**src/rtl/uart_rx_pkg.sv**
```systemverilog
// uart_rx_pkg
// Shared definitions for the UART receive buffer: the 2-bit receive error
// codes produced by the RX FSM and the packed FIFO entry layout.
package uart_rx_pkg;

    localparam logic [1:0] ERR_OK   = 2'b00;
    localparam logic [1:0] ERR_FRM  = 2'b01;
    localparam logic [1:0] ERR_PAR  = 2'b10;
    localparam logic [1:0] ERR_FULL = 2'b11;

    // One FIFO entry: error code in the upper two bits, character below.
    typedef struct packed {
        logic [1:0] err;
        logic [7:0] data;
    } rx_entry_t;

endpackage

```
**src/rtl/uart_rxbuf_mem.sv**
```systemverilog
// uart_rxbuf_mem
// DEPTH x 10-bit register array backing the receive FIFO.
// Ports:
//   clk      - clock for the write port
//   wr_en    - store wr_data at wr_addr on the next edge
//   wr_addr  - write address
//   wr_data  - entry to store
//   rd_addr  - read address
//   rd_data  - asynchronous read of mem[rd_addr]
module uart_rxbuf_mem
    import uart_rx_pkg::*;
#(
    parameter int DEPTH = 16,
    parameter int AW    = 4
) (
    input  logic          clk,
    input  logic          wr_en,
    input  logic [AW-1:0] wr_addr,
    input  rx_entry_t     wr_data,
    input  logic [AW-1:0] rd_addr,
    output rx_entry_t     rd_data
);

    rx_entry_t mem [DEPTH];

    always_ff @(posedge clk) begin
        if (wr_en) begin
            mem[wr_addr] <= wr_data;
        end
    end

    assign rd_data = mem[rd_addr];

endmodule

```
**src/rtl/uart_rxbuf.sv**
```systemverilog
// uart_rxbuf
// Receive buffer behind the UART RX FSM: first-word-fall-through FIFO of
// {err, data} entries, space feedback to the FSM, pop port for the register
// block, threshold/timeout interrupts and sticky error status.
// Ports:
//   app_clk, reset            - clock and synchronous active-high reset
//   cfg_rx_enable             - low flushes the buffer back to reset state
//   cfg_thresh, cfg_timeout   - interrupt threshold and idle timeout (0 = off)
//   rx_wr_lvl, rx_data, rx_err- write level, character and error from RX FSM
//   fifo_aval                 - at least one free entry
//   rd_en, rd_data, rd_err, rd_valid - FWFT pop interface
//   fifo_cnt                  - occupancy 0..DEPTH
//   irq_thresh, irq_timeout   - level / sticky interrupts
//   sts_frm_err, sts_par_err, sts_ovr_err, err_clr - sticky status and clear
module uart_rxbuf
    import uart_rx_pkg::*;
#(
    parameter int DEPTH = 16,
    parameter int AW    = 4
) (
    input  logic          app_clk,
    input  logic          reset,
    input  logic          cfg_rx_enable,
    input  logic [AW-1:0] cfg_thresh,
    input  logic [15:0]   cfg_timeout,
    input  logic          rx_wr_lvl,
    input  logic [7:0]    rx_data,
    input  logic [1:0]    rx_err,
    output logic          fifo_aval,
    input  logic          rd_en,
    output logic [7:0]    rd_data,
    output logic [1:0]    rd_err,
    output logic          rd_valid,
    output logic [AW:0]   fifo_cnt,
    output logic          irq_thresh,
    output logic          irq_timeout,
    output logic          sts_frm_err,
    output logic          sts_par_err,
    output logic          sts_ovr_err,
    input  logic          err_clr
);

    localparam logic [AW:0] CNT_FULL = (AW+1)'(DEPTH);

    logic          rx_wr_d;
    logic          wr_pulse;
    logic          wr_req;
    rx_entry_t     wr_entry;
    rx_entry_t     rd_entry;
    logic [AW-1:0] wr_ptr;
    logic [AW-1:0] rd_ptr;
    logic [AW:0]   cnt;
    logic [AW:0]   cnt_next;
    logic [15:0]   tmo_cnt;
    logic          full;
    logic          pop;
    logic          wr_accept;
    logic          wr_reject;
    logic          tmo_hit;

    assign wr_pulse  = rx_wr_lvl & ~rx_wr_d;
    assign full      = (cnt == CNT_FULL);
    assign rd_valid  = (cnt != '0);
    assign pop       = rd_en & rd_valid;
    // A write into a full FIFO still fits when the head leaves in the same cycle.
    assign wr_accept = wr_req & (~full | pop);
    assign wr_reject = wr_req & full & ~pop;
    assign tmo_hit   = (cfg_timeout != 16'd0) && (tmo_cnt == cfg_timeout) && rd_valid;

    assign fifo_cnt   = cnt;
    assign irq_thresh = (cnt > {1'b0, cfg_thresh});
    assign rd_data    = rd_entry.data;
    assign rd_err     = rd_entry.err;

    always_comb begin
        cnt_next = cnt;
        if (wr_accept && !pop) begin
            cnt_next = cnt + 1'b1;
        end else if (pop && !wr_accept) begin
            cnt_next = cnt - 1'b1;
        end
    end

    // rx_wr_d keeps following the level during a flush so that re-enabling
    // with the level already high does not look like a new character.
    always_ff @(posedge app_clk) begin
        if (reset) begin
            rx_wr_d <= 1'b0;
        end else begin
            rx_wr_d <= rx_wr_lvl;
        end
    end

    // The detected edge and its entry are registered once before reaching the
    // FIFO, so the entry appears two cycles after the level rises.
    always_ff @(posedge app_clk) begin
        wr_entry <= '{err: rx_err, data: rx_data};
    end

    always_ff @(posedge app_clk) begin
        if (reset || !cfg_rx_enable) begin
            wr_req      <= 1'b0;
            wr_ptr      <= '0;
            rd_ptr      <= '0;
            cnt         <= '0;
            fifo_aval   <= 1'b1;
            tmo_cnt     <= 16'd0;
            irq_timeout <= 1'b0;
            sts_frm_err <= 1'b0;
            sts_par_err <= 1'b0;
            sts_ovr_err <= 1'b0;
        end else begin
            wr_req <= wr_pulse;
            if (wr_accept) begin
                wr_ptr <= wr_ptr + 1'b1;
            end
            if (pop) begin
                rd_ptr <= rd_ptr + 1'b1;
            end
            cnt       <= cnt_next;
            fifo_aval <= (cnt_next != CNT_FULL);

            // Idle counter only runs while something sits unread.
            if (wr_accept || pop || !rd_valid) begin
                tmo_cnt <= 16'd0;
            end else if (tmo_cnt != 16'hFFFF) begin
                tmo_cnt <= tmo_cnt + 16'd1;
            end

            if (pop) begin
                irq_timeout <= 1'b0;
            end else if (tmo_hit) begin
                irq_timeout <= 1'b1;
            end else if (err_clr) begin
                irq_timeout <= 1'b0;
            end

            // New error events win over a coincident clear.
            sts_frm_err <= (wr_accept && wr_entry.err == ERR_FRM) || (sts_frm_err && !err_clr);
            sts_par_err <= (wr_accept && wr_entry.err == ERR_PAR) || (sts_par_err && !err_clr);
            sts_ovr_err <= (wr_accept && wr_entry.err == ERR_FULL) || wr_reject
                           || (sts_ovr_err && !err_clr);
        end
    end

    uart_rxbuf_mem #(
        .DEPTH (DEPTH),
        .AW    (AW)
    ) u_mem (
        .clk     (app_clk),
        .wr_en   (wr_accept),
        .wr_addr (wr_ptr),
        .wr_data (wr_entry),
        .rd_addr (rd_ptr),
        .rd_data (rd_entry)
    );

endmodule

```
**config.mk**
```make
export PLATFORM = sky130hd
export DESIGN_NAME = uart_rxbuf
export DESIGN_NICKNAME = d
export VERILOG_FILES = /design/src/rtl/uart_rx_pkg.sv /design/src/rtl/uart_rxbuf_mem.sv /design/src/rtl/uart_rxbuf.sv
export SDC_FILE = /design/constraint.sdc
export NUM_CORES = 1
export LEC_CHECK = 0
export CAP_MARGIN = 25
export CORE_MARGIN = 2
export CORE_UTILIZATION = 42
export CTS_BUF_LIST = sky130_fd_sc_hd__clkbuf_8
export DETAILED_ROUTE_END_ITERATION = 8
export PLACE_DENSITY = 0.67
export SLEW_MARGIN = 25
export SYNTH_ARGS = -nofsm -noshare
export SYNTH_HDL_FRONTEND = slang
export SYNTH_SLANG_ARGS = --single-unit
```
**constraint.sdc**
```tcl
create_clock -name app_clk -period 2.7 [get_ports app_clk]
set_clock_uncertainty 0.15 [all_clocks]
set_input_delay 0.54 -clock app_clk [delete_from_list [all_inputs] [get_ports app_clk]]
set_output_delay 0.54 -clock app_clk [all_outputs]
set_load 0.005 [all_outputs]
```
==> key figures, run 1 <==
Yosys
  • Complex-gate fraction of the synthesized area: roughly 2.8%
  • Largest family of logic cells by synthesized area: multiplexers
  • Post-synthesis area per instance: roughly 17 µm²
  • Ys flop type: edfxtp_1
  • Post-Synth Simple-Gate Area: 7.58%
  • Post-Synth Adder-Cell Area: about 1.8%
  • Async S/R FF share, synth: 0%
  • EDFF count, synth: 160
  • Unique masters post-synth: 47
  • Mapped Nets: 545
  • #FFs+latches synth: 210
  • Synth Instances: 497
  • Xor/xnor cell area share of the yosys netlist: 3.53%
  • Ys Warns: 0
  • Mux contribution to synthesized area: ~14%
  • Mapped Area: about 8400 µm²
  • Sequential share of the synthesized area: 68.9%

Critical path
  • CP endpoint kind: output pin
  • R2R Path End: tmo_cnt[15]
  • Reg2reg path depth: 8
  • Reg-to-reg critical path startpoint: fifo_cnt[0]
  • Worst-path fanout max: 6
  • Critical Path AT: 2.40 ns
  • Crit Path Class: reg -> out
  • Worst setup SP type: flip-flop
  • Worst Path Required: 2.01 ns
  • R2R setup slack: 0.31 ns

Die
  • Core box area: just under 20000 µm²
  • Die X: 146 µm
  • I/O pins: 58
  • Starting density of the core: 43.0%
  • Row Count: 51
  • Chip height: 146 µm
  • Die area: 21200 µm²

STA
  • Max Clock Freq: 323 MHz
  • Tmin final: 3.09 ns
  • Setup TNS: -3.45 ns
  • Worst hold margin: 0.316 ns
  • Final Max Slew Viols: 0
  • RSZ-0062 raised after global routing: yes
  • Tightest Pin Transition: ~0.69 ns
  • # setup viols final: 10
  • Final number of hold-violating endpoints: 0
  • Headroom to the max-slew limit: 54.2%
  • Fin worst setup slack: -0.393 ns
  • Fin crit share: 115%

Global routing
  • GR Overflow Total: 0
  • First-pass GRT wire length: 28.5 mm
  • Initial antenna violation count: 0
  • Overall routing resource usage: 17.4%
  • Largest net degree at the start of global routing: 23
  • Vias in the first global route: 5089

Power and ir drop
  • Power density over the cells: 619 nW/µm²
  • Final Power: approximately 6.5 mW
  • Worst vdd ir: roughly 0.00033 V
  • P_leak: between 3 and 4 nW

Detailed routing
  • Pre-antenna DRT Iters: 4
  • Routed vias/inst: 5.25
  • Post-route DRC: 0
  • Per-cell routed wire length: 19.5 µm
  • Starting DRT DRC Count: 336
  • Via count: 4834
  • Routed WL: 17.9 mm
  • Post-route ant nets: 0

Placement
  • Port buffer count: 57
  • Post-DP HPWL: around 11 mm
  • RD Place Congestion: slightly above 0.8
  • DP Area: 9550 µm²
  • Pre-CTS setup slack: -0.362 ns

Finish
  • Area grow syn2layout: 24.6%
  • Final #Nets: roughly 680
  • Layout cells sized above 1: 26.5%
  • Fin area: 10500 µm²
  • N_diodes: 0

Clock tree
  • Clk pin slew, worst setup/hold paths: 0.06 ns
  • Num CTS Buffers: 37
  • CTS tree: done
  • Skew-Pair Late Insertion Delay: about 0.52 ns
  • Clock H-tree levels: 2
  • Post-cts hold buffer count: 0
  • CTS max path bufs: 3
  • CTS sink cnt: 210
  • Clk Tree Root Cell: clkbuf_8

Run status
  • Status: finished, violations left
  • Failing checks: setup timing

Worst hold path
  • Worst hold path type: in -> reg
  • Hold path startpoint: rx_data[3]
  • Hold-critical path depth: 1
  • Hold path endpoint: wr_entry[3]

Job
  • Max-cap viol count: 0
==> sequential cells by signal, summed over array words and instances (netlist names), named ones only <==
signal / flops
fifo_aval: 1
fifo_cnt: 5
irq_timeout: 1
rd_ptr: 4
rx_wr_d: 1
sts_frm_err: 1
sts_ovr_err: 1
sts_par_err: 1
tmo_cnt: 16
u_mem.mem: 160
wr_entry: 10
wr_ptr: 4
wr_req: 1
==> per-stage QoR <==
stage                     utilization [%]  cells
after floorplan                         -    497
after global placement               48.7    834
after detailed placement             48.7    834
after CTS                            53.5    921
after global routing                 53.6    921
final                                53.6    921
==> cells in the mapped netlist (all sizes together), types with 2 or more instances <==
library cell,n,area [µm²]
ha,12,150
and3,2,12.5
xor2,21,184
inv,12,45.0
o21bai,2,15.0
nand2b,6,37.5
buf,10,60.1
a211oi,2,15.0
nand3b,2,15.0
nor2b,6,37.5
nand2,17,63.8
mux2i,3,30.0
and4,3,26.3
a31oi,2,12.5
nand4,10,62.6
clkbuf,10,37.5
o21ai,6,30.0
a21oi,9,45.0
mux4,50,1130
xnor2,13,114
edfxtp,160,4800
o41ai,2,17.5
nor2,46,173
and2,3,18.8
a22o,3,26.3
dfxtp,50,1000
nor3,10,60.1
nor4,9,56.3
==> final cells by class <==
type | instances | area [µm²]
flip-flops and latches | 210 | 5820
inverters | 12 | 45.0
multi-input cells | 255 | 2490
fillers | 1563 | 9080
well taps | 265 | 332
clock buffers | 41 | 564
repair buffers | 111 | 1120
clock inverters | 27 | 143
==> worst max path at each step <==
stage	slack [ns]	to	depth (start not counted)	startpoint
detailed placement	-0.36	irq_thresh	9	cfg_thresh[1]
global placement	-0.28	irq_thresh	9	cfg_thresh[1]
floorplan	0.02	u_mem.mem[3][0]	7	fifo_cnt[0]
finish	-0.39	rd_err[1]	5	flip-flop
global route	-0.46	rd_data[7]	5	flip-flop
CTS	-0.41	rd_err[1]	5	flip-flop
==> kinds of logic after synthesis <==
group	Yosys count
and+or+nand+nor	122
buffers and inverters	32
muxes	53
adders and majority gates	12
DFF	210
xor gates and xnor gates	34
AOI/OAI and AO/OA	34
==> power by group <==
group / internal [mW] / leakage (nW) / total, mW / switching [mW]
Sequential: 3.49 / 1.85 / 3.54 / 0.0469
Combinational: 0.143 / 1.29 / 0.233 / 0.0907
Clock: 1.50 / 0.424 / 2.73 / 1.24
Total: 5.13 / 3.56 / 6.50 / 1.38
==> worst max-delay path: stages (launching register included) <==
cell and delay [ns]:
dfxtp_4 0.43, buf_12 0.15, buf_4 0.13, mux4_2 0.51, mux4_2 0.54, buf_6 0.14
==> layout by cell type (no fill, tap or decap), drive strengths merged, types with 12 or more instances in the layout <==
master | Yosys | layout
clkbuf | 10 | 42
edfxtp | 160 | 160
nor2 | 46 | 46
xor2 | 21 | 21
ha | 12 | 12
buf | 10 | 65
dfxtp | 50 | 50
inv | 12 | 32
nand2 | 17 | 17
xnor2 | 13 | 13
mux4 | 50 | 50
clkdlybuf4s50 | 0 | 44
==> metal layers <==
layer / track usage (%) / share of wire (%) / up-vias
met2: 29.3 / 50 / 175
met3: 4.73 / 6.8 / 21
met1: 22.2 / 42 / 2428
met5: 0 / 0 / -
li1: - / - / 2210
met4: 4.85 / 1.5 / 0
==> what timing repair did <==
action | 4_1_cts | 5_1_grt
buffers inserted | 16 | 0
pin swaps | 4 | 3
gates resized for setup | 68 | 9
endpoints found under the setup margin | 12 | 22
gates cloned | 3 | 0
No activity file was read; power rests on OpenSTA's default activity.
==> run 2: changes to the inputs <==
--- a/config.mk
+++ b/config.mk
@@ -6,12 +6,13 @@
 export NUM_CORES = 1
 export LEC_CHECK = 0
 export CAP_MARGIN = 25
+export CORE_ASPECT_RATIO = 0.9
 export CORE_MARGIN = 2
 export CORE_UTILIZATION = 42
 export CTS_BUF_LIST = sky130_fd_sc_hd__clkbuf_8
 export DETAILED_ROUTE_END_ITERATION = 8
 export PLACE_DENSITY = 0.67
-export SLEW_MARGIN = 25
+export SLEW_MARGIN = 40
 export SYNTH_ARGS = -nofsm -noshare
 export SYNTH_HDL_FRONTEND = slang
 export SYNTH_SLANG_ARGS = --single-unit
==> run 2 against run 1 <==
The run still ends with setup timing left. Combinational power is essentially flat. Non-clock buffer count fell by 2. Utilization is 0.42 points lower. Critical path depth did not move. Global-route usage up 0.21 points. Largest power group unchanged. Clock power rose by 15%. Via count is 0.54% higher. Highest routed layer unchanged. Setup slack better by 0.0085 ns. Critical path type unchanged. Sequential power hardly changed. Sequential share of layout area down 0.35 points. Final cell count is 1.8% lower.
==> key figures, run 2 (same netlist as run 1, synthesis figures left out) <==
Run status
  • Status: finished, violations left
  • Failing checks: setup timing

Placement
  • Pre-CTS setup slack: -0.377 ns
  • Post-DP HPWL: 11.9 mm
  • Port buffer count: 57
  • DP Area: approximately 9600 µm²
  • RD Place Congestion: 0.854

STA
  • Tightest Pin Transition: 0.637 ns
  • Fin worst setup slack: -0.385 ns
  • RSZ-0062 raised after global routing: yes
  • Max Clock Freq: 324 MHz
  • Final number of hold-violating endpoints: 0
  • # setup viols final: 10
  • Final Max Slew Viols: 0
  • Headroom to the max-slew limit: a little under three fifths
  • Tmin final: 3.08 ns
  • Fin crit share: 114%

Global routing
  • Largest net degree at the start of global routing: 31
  • GRT met3 Usage: between 3 and 4%
  • Overall routing resource usage: 17.6%
  • M2 GR Usage: 28.1%
  • GR Overflow Total: 0
  • Vias in the first global route: 5113
  • First-pass GRT wire length: roughly 29 mm
  • Busiest grt layer: met2
  • GR Util met1: between 20% and 30%
  • Initial antenna violation count: 0

Power and ir drop
  • Worst vdd ir: 0.000305 V
  • Power density over the cells: 653 nW/µm²
  • P_leak: 3.55 nW

Finish
  • Top reg by flops: u_mem.mem
  • N_diodes: 0
  • Layout cells sized above 1: approximately 28%
  • Commonest non-fill, non-tap cell in the layout: edfxtp_1
  • Max reg flops: between 150 and 200
  • Top flop regs: u_mem.mem (160), tmo_cnt (16), wr_entry (10)
  • Area grow syn2layout: 25.4%
  • Fin area: ~11000 µm²
  • Final #Nets: ~670
  • Most frequent cells in the layout: edfxtp_1 (160), mux4_2 (50), dfxtp_1 (47), nor2_1 (46), clkdlybuf4s50_1 (44)
  • Final Util: 53.2%

Critical path
  • Max incr delay on CP: roughly 0.53 ns
  • CP max stage cell: mux4_2
  • CP endpoint kind: output pin
  • Worst setup SP type: flip-flop
  • Crit-path cells: buf_6 -> buf_12 -> mux4_2 -> mux4_2 -> buf_6
  • Worst-path fanout max: 6
  • Worst Path Required: 2.01 ns
  • Critical Path AT: between 2 and 2.5 ns
  • Crit Path Class: reg -> out

Detailed routing
  • Routed vias/inst: between 5 and 6
  • Routed WL: 18.5 mm
  • Post-route DRC: 0
  • Per-cell routed wire length: 20.4 µm
  • Post-route ant nets: 0
  • Pre-antenna DRT Iters: 5
  • Via count: 4860
  • Starting DRT DRC Count: approximately 410

Clock tree
  • Skew-Pair Late Insertion Delay: 0.51 ns
  • Num CTS Buffers: 35
  • CTS tree: done
  • CTS sink cnt: 210
  • Clk Tree Root Cell: clkbuf_8
  • CTS max path bufs: 3
  • Clock H-tree levels: 2
  • Clk pin slew, worst setup/hold paths: ~0.07 ns

Die
  • Starting density of the core: 42.4%
  • Core box area: 19900 µm²
  • I/O pins: 58
  • Die area: ~21000 µm²
  • Row Count: 49
  • Die X: 153 µm
  • Chip height: roughly 140 µm

Job
  • Max-cap viol count: 0

Worst hold path
  • Worst hold path type: in -> reg
==> run 2: cell count changes in the layout (fill, tap and decap cells not counted), moves of 2 or more <==
cell	delta
bufinv_16	+4
inv_1	-11
buf_12	+3
buf_8	-2
clkinv_1	-2
buf_4	+2
buf_16	-3
buf_2	-2
clkinvlp_4	+2
==> run 2: worst paths after layout <==
check / cells after the start / end / start / slack [ns]
setup / recovery: 5 / rd_data[6] / flip-flop / -0.38
hold / removal: 1 / wr_entry[8] / rx_err[0] / 0.33
setup reg to reg: 8 / u_mem.mem[3][5] / fifo_cnt[1] / 0.23
hold reg to reg: 2 / sts_par_err / sts_par_err / 0.34
==> run 2: report_power, final <==
group | total [mW] | internal (mW) | switching (mW)
clock network | 3.14 | 1.88 | 1.26
logic | 0.236 | 0.144 | 0.0922
registers | 3.53 | 3.49 | 0.0432
total | 6.91 | 5.51 | 1.40
==> run 2: cell type report <==
| cell class | instances | area [µm²] |
|---|---|---|
| multi-input combinational | 255 | 2500 |
| clock inverter | 22 | 238 |
| clock buffer | 41 | 564 |
| fill | 1594 | 9290 |
| inverter | 12 | 45.0 |
| tap | 255 | 319 |
| sequential | 210 | 5810 |
| timing repair buffer | 109 | 1090 |
==> run 2: stage by stage <==
step	hold slack, ns	cells	total power [mW]	TNS (ns)
2_1_floorplan	0.311	497	3.69	0
4_1_cts	0.300	901	6.97	-3.91
6_report	0.326	904	6.91	-3.35
3_3_place_gp	0.324	828	3.81	-1.30
3_5_place_dp	0.335	828	3.82	-1.49
5_1_grt	0.301	904	7.15	-4.04
==> run 2: per-layer routing <==
metal | vias to the layer above | share of wire, %
met5 | - | 0
met4 | 0 | 1.8
met3 | 27 | 5.6
met2 | 173 | 48
met1 | 2458 | 44
li1 | 2202 | -
==> run 2: timing repair <==
action,CTS,global route
gates resized for setup,52,18
endpoints found under the setup margin,12,12
gates cloned,2,1
hold buffers,0,0
pin swaps,4,2
setup buffers,9,4
==> run 2: worst max-delay path, delay by kind of cell, from the launching register on <==
family	cells	cell delay [ns]
buffers and inverters	3	0.40
muxes	2	1.04
DFF	1	0.42
